File: src/rtl/alu_serial_ctrl.sv
// Bit-serial sequencer for the one-bit ALU slice: streams operands LSB first,
// then (for COMPARE) runs a second pass that places the compare outcome in bit 0.
module alu_serial_ctrl #(
  parameter int WIDTH = 32,
  parameter int CNT_W = 5
) (
  input  logic             clk_i,
  input  logic             rst_i,
  input  logic             start_i,
  input  logic [WIDTH-1:0] src1_i,
  input  logic [WIDTH-1:0] src2_i,
  input  logic [3:0]       alu_ctrl_i,
  input  logic [2:0]       bonus_op_i,
  output logic             busy_o,
  output logic             done_o,
  output logic [WIDTH-1:0] result_o,
  output logic             zero_o,
  output logic             cout_o,
  output logic             overflow_o,
  output logic             sl_src1_o,
  output logic             sl_src2_o,
  output logic             sl_less_o,
  output logic             sl_equal_o,
  output logic             sl_in_equal_o,
  output logic             sl_a_inv_o,
  output logic             sl_b_inv_o,
  output logic             sl_cin_o,
  output logic [1:0]       sl_op_o,
  output logic [2:0]       sl_bonus_o,
  input  logic             sl_result_i,
  input  logic             sl_cout_i,
  input  logic             sl_beq_i
);

  typedef enum logic [1:0] {IDLE, RUN, CMP, DONE} state_t;

  state_t           state;
  logic [WIDTH-1:0] a_q, b_q, res, res_next;
  logic [3:0]       ctrl_q;
  logic [2:0]       bonus_q;
  logic [CNT_W-1:0] idx;
  logic             carry, eq_chain, sign;
  logic             last, is_cmp;

  assign last   = (idx == CNT_W'(WIDTH - 1));
  assign is_cmp = (ctrl_q[1:0] == 2'd3);
  assign busy_o = (state != IDLE);
  assign done_o = (state == DONE);

  always_comb begin
    res_next      = res;
    res_next[idx] = sl_result_i;
  end

  // Slice drive is a pure function of registered state, so it is stable for the whole cycle.
  always_comb begin
    sl_src1_o     = 1'b0;
    sl_src2_o     = 1'b0;
    sl_less_o     = 1'b0;
    sl_equal_o    = 1'b0;
    sl_in_equal_o = 1'b0;
    sl_a_inv_o    = 1'b0;
    sl_b_inv_o    = 1'b0;
    sl_cin_o      = 1'b0;
    sl_op_o       = 2'd0;
    sl_bonus_o    = 3'd0;
    if (state == RUN || state == CMP) begin
      sl_src1_o     = a_q[idx];
      sl_src2_o     = b_q[idx];
      sl_a_inv_o    = ctrl_q[3];
      sl_b_inv_o    = ctrl_q[2];
      sl_cin_o      = carry;
      sl_in_equal_o = eq_chain;
    end
    if (state == RUN) begin
      sl_op_o = is_cmp ? 2'd2 : ctrl_q[1:0];
    end
    if (state == CMP) begin
      sl_op_o = 2'd3;
      // Only bit 0 carries the compare outcome; higher bits use "zero" select.
      if (idx == '0) begin
        sl_bonus_o = bonus_q;
        sl_less_o  = sign ^ overflow_o;
        sl_equal_o = eq_chain;
      end else begin
        sl_bonus_o = 3'd7;
      end
    end
  end

  always_ff @(posedge clk_i) begin
    if (rst_i) begin
      state      <= IDLE;
      a_q        <= '0;
      b_q        <= '0;
      ctrl_q     <= '0;
      bonus_q    <= '0;
      idx        <= '0;
      carry      <= 1'b0;
      eq_chain   <= 1'b0;
      sign       <= 1'b0;
      res        <= '0;
      result_o   <= '0;
      zero_o     <= 1'b1;
      cout_o     <= 1'b0;
      overflow_o <= 1'b0;
    end else begin
      case (state)
        IDLE: begin
          if (start_i) begin
            a_q      <= src1_i;
            b_q      <= src2_i;
            ctrl_q   <= alu_ctrl_i;
            bonus_q  <= bonus_op_i;
            idx      <= '0;
            carry    <= alu_ctrl_i[2];
            eq_chain <= 1'b1;
            state    <= RUN;
          end
        end
        RUN: begin
          carry    <= sl_cout_i;
          eq_chain <= sl_beq_i;
          idx      <= idx + 1'b1;
          if (!is_cmp) res <= res_next;
          if (last) begin
            cout_o     <= sl_cout_i;
            overflow_o <= carry ^ sl_cout_i;
            sign       <= sl_result_i;
            idx        <= '0;
            if (is_cmp) begin
              state <= CMP;
            end else begin
              state    <= DONE;
              result_o <= res_next;
              zero_o   <= (res_next == '0);
            end
          end
        end
        CMP: begin
          res <= res_next;
          idx <= idx + 1'b1;
          if (last) begin
            idx      <= '0;
            state    <= DONE;
            result_o <= res_next;
            zero_o   <= (res_next == '0);
          end
        end
        DONE: state <= IDLE;
        default: state <= IDLE;
      endcase
    end
  end

endmodule

File: config.mk
export PLATFORM = sky130hd
export DESIGN_NAME = alu_serial_ctrl
export DESIGN_NICKNAME = d
export VERILOG_FILES = /design/src/rtl/alu_serial_ctrl.sv
export SDC_FILE = /design/constraint.sdc
export NUM_CORES = 1
export LEC_CHECK = 0
export ABC_AREA = 1
export CAP_MARGIN = 20
export CORE_ASPECT_RATIO = 2
export CORE_MARGIN = 3
export CORE_UTILIZATION = 49
export CTS_BUF_LIST = sky130_fd_sc_hd__clkbuf_8
export CTS_CLUSTER_DIAMETER = 120
export DETAILED_ROUTE_END_ITERATION = 8
export GPL_ROUTABILITY_DRIVEN = 0
export PLACE_DENSITY = 0.79
export SKIP_CTS_REPAIR_TIMING = 1
export SLEW_MARGIN = 20
export SYNTH_ARGS = -nofsm -noshare
export SYNTH_HDL_FRONTEND = slang
export SYNTH_SLANG_ARGS = --single-unit
File: constraint.sdc
create_clock -name clk_i -period 1.87 [get_ports clk_i]
set_input_delay 0.4675 -clock clk_i [delete_from_list [all_inputs] [get_ports clk_i]]
set_output_delay 0.4675 -clock clk_i [all_outputs]
set_load 0.05 [all_outputs]
==> metrics.md <==
| Metric | Value |
|---|---|
| Status | `finished, violations left` |
| Failing checks | `setup timing` |
| Final nets | `1,261` |
| First-pass DRT Iterations | `5` |
| Multi-input gate area | `3600 um^2` |
| Yosys cell types | `40` |
| Total chip power | `12.6 mW` |
| Final hold viol count | `0` |
| I/O pins | `127` |
| Max FO, Critical Path | `16` |
| Most common cell after layout, fill and taps aside | `nor2_1` |
| Register area | `2980 um^2` |
| CTS tree | `done` |
| Via Count | `7,191` |
| Vias per inst | `5.23` |
| Slew HR | `72.0%` |
| Final Critical Period | `2.38 ns` |
| Remaining DRCs | `0` |
| Clock transition at path regs | `0.08 ns` |
| Pwr Density | `1290 nW/um^2` |
| Main flop type after synthesis | `dfxtp_1` |
| Global-route wire length before repair | `31,600 um` |
| Worst skew pair latency | `0.46 ns` |
| P_leak | `4.38 nW` |
| Core Rows | `61` |
| Worst hold path depth | `2` |
| Syn nets | `1,089` |
| Hold endpoint | `a_q[17]` |
| DR WL/cell | `14.6 um` |
| I/O Buffers | `126` |
| Post-synth ARST share | `0%` |
| Share of layout cells above drive strength 1 | `21.1%` |
| Iter 0 DRT Violations | `341` |
| Core region area | `14,000 um^2` |
| RSZ-0062 raised after global routing | `yes` |
| Min-Delay Startpoint | `a_q[17]` |
| Final WL | `20,000 um` |
| Full die area | `16,000 um^2` |
| Num CTS Buffers | `17` |
| Reg2Reg Setup Slack | `-0.07 ns` |
| Reg2reg end | `state[1]` |
| Crit share post-route | `127%` |
| Post-synthesis sequential area ratio | `41.9%` |
| H-tree levels | `4` |
| Largest area contributor in the netlist | `dfxtp_1` |
| F_max | `420 MHz` |
| # fillers | `1,136` |
| Synthesis Warnings | `0` |
| Vias in the first global route | `6,899` |
| CP Launch Type | `register` |
| Worst Path Arrival | `1.92 ns` |
| Tightest Pin Transition | `0.415 ns` |
| Setup Viol. Count Final | `36` |
| WS Path Type | `reg2out` |
| Worst setup margin | `-0.514 ns` |
| Final TNS setup | `-4.13 ns` |
| Gr ovfl total | `0` |
| Tot GR Track Use | `24.4%` |
| Largest net degree at the start of global routing | `72` |
| Synth top area cells | `dfxtp_1 (42%), o21ai_0 (10%), nor2_1 (10%)` |
| Worst Setup End Kind | `output port` |
| Die width | `91.0 um` |
| Synthesized area per cell | `7.06 um^2` |
| CP Launch Point | `idx[0]` |
| Clk_skew | `0.0146 ns` |
| Post-synth top area share | `41.9%` |
| Reg2Reg Depth | `10` |
| Post-route antenna net violation count | `0` |
| Root Buffer | `clkbuf_8` |
| Synthesized area | `7070 um^2` |
| Most frequent cells in the layout | `nor2_1 (184), nand2_1 (154), dfxtp_1 (142), o21ai_0 (139), buf_4 (113)` |
| Hpwl dp | `14,200 um` |
| Maximum VDD drop | `675 uV` |
| Post-synth EDFFs | `0` |
| Synth Instances | `1,002` |
| Syn-to-layout area delta | `38.4%` |
| Max-slew violations | `0` |
| Chip height | `176 um` |
| Hold WC Path Type | `reg2reg` |
| FF-to-FF Start | `idx[0]` |
| Clock buffer depth | `2` |
| Initial antenna violation count | `0` |
| Worst Path Required | `1.40 ns` |
| Diodes inserted | `0` |
| #FFs+latches synth | `148` |
| # Max-Cap Violations | `0` |
| # clock sinks | `148` |
| DP Worst Slack | `-0.154 ns` |
| Initial Util | `50.4%` |
-- worst max-delay path by stage --
| stage | end |
|---|---|
| 6_report | sl_src1_o |
| 5_1_grt | sl_src1_o |
| 4_1_cts | sl_src1_o |
| 3_5_place_dp | sl_src1_o |
| 3_3_place_gp | sl_src1_o |
| 2_1_floorplan | sl_equal_o |
-- report_power, final --
part	switching [mW]	internal [mW]	leakage (nW)	total, mW
sequential	0.432	3.84	1.22	4.27
combinational	3.31	2.50	2.97	5.80
clock	1.30	1.23	0.190	2.53
total	5.04	7.57	4.38	12.6
-- routing by layer --
layer	up-vias	GRT usage, %	part of all wire, %
met3	86	4.41	3.9
met1	3244	23.8	35
li1	3626	-	-
met2	235	46.6	56
met5	-	0	0
met4	0	14.5	6.0
-- registers in the layout, summed over array words and instances, names as in the netlist, 2 cells and up --
register,flops
ctrl_q,4
b_q,32
bonus_q,3
res,32
state,2
a_q,32
idx,5
result_o,32
-- critical path, stage by stage, from the launching register on --
cell and delay [ns]:
dfxtp_4 0.39, inv_4 0.09, buf_12 0.14, nor2_1 0.05
o22ai_1 0.26, nand2_1 0.09, nand2_1 0.09, nor2_2 0.05
a21oi_4 0.13, buf_6 0.17
-- synthesized netlist by cell type (5+ instances only) --
master	count
o22ai_1	16
buf_1	5
nand4_1	12
ha_1	10
inv_1	86
dfxtp_1	148
clkbuf_1	34
a21oi_1	42
buf_6	5
o211ai_1	32
buf_2	19
nand3_1	45
nor2_1	193
nand2_1	161
o21ai_0	146
-- kinds of logic after synthesis --
family	count (synthesis)	share of synthesized area, %
buf+inv	162	10.4
simple gates	429	26.2
xor+xnor	3	0.371
compound gates	250	19.5
fa+ha+maj	10	1.77
flops	148	41.9
-- final cells by class --
cell class | instances | area share, %
clock inverter | 14 | 1.53
timing repair buffer | 222 | 22.3
tap | 189 | 2.42
multi-input combinational | 692 | 36.8
clock buffer | 18 | 2.53
inverter | 93 | 3.95
sequential | 148 | 30.4
-- through the flow --
step	instance area [um^2]	hold slack [ns]	std cells	utilization [%]
floorplan	7200	0.449	1002	-
global placement	9050	0.457	1333	64.5
detailed placement	9050	0.466	1333	64.5
CTS	9450	0.487	1365	67.3
global route	9790	0.505	1376	69.7
finish	9790	0.482	1376	69.7
Note: power is estimated with default switching activity, not from simulation.
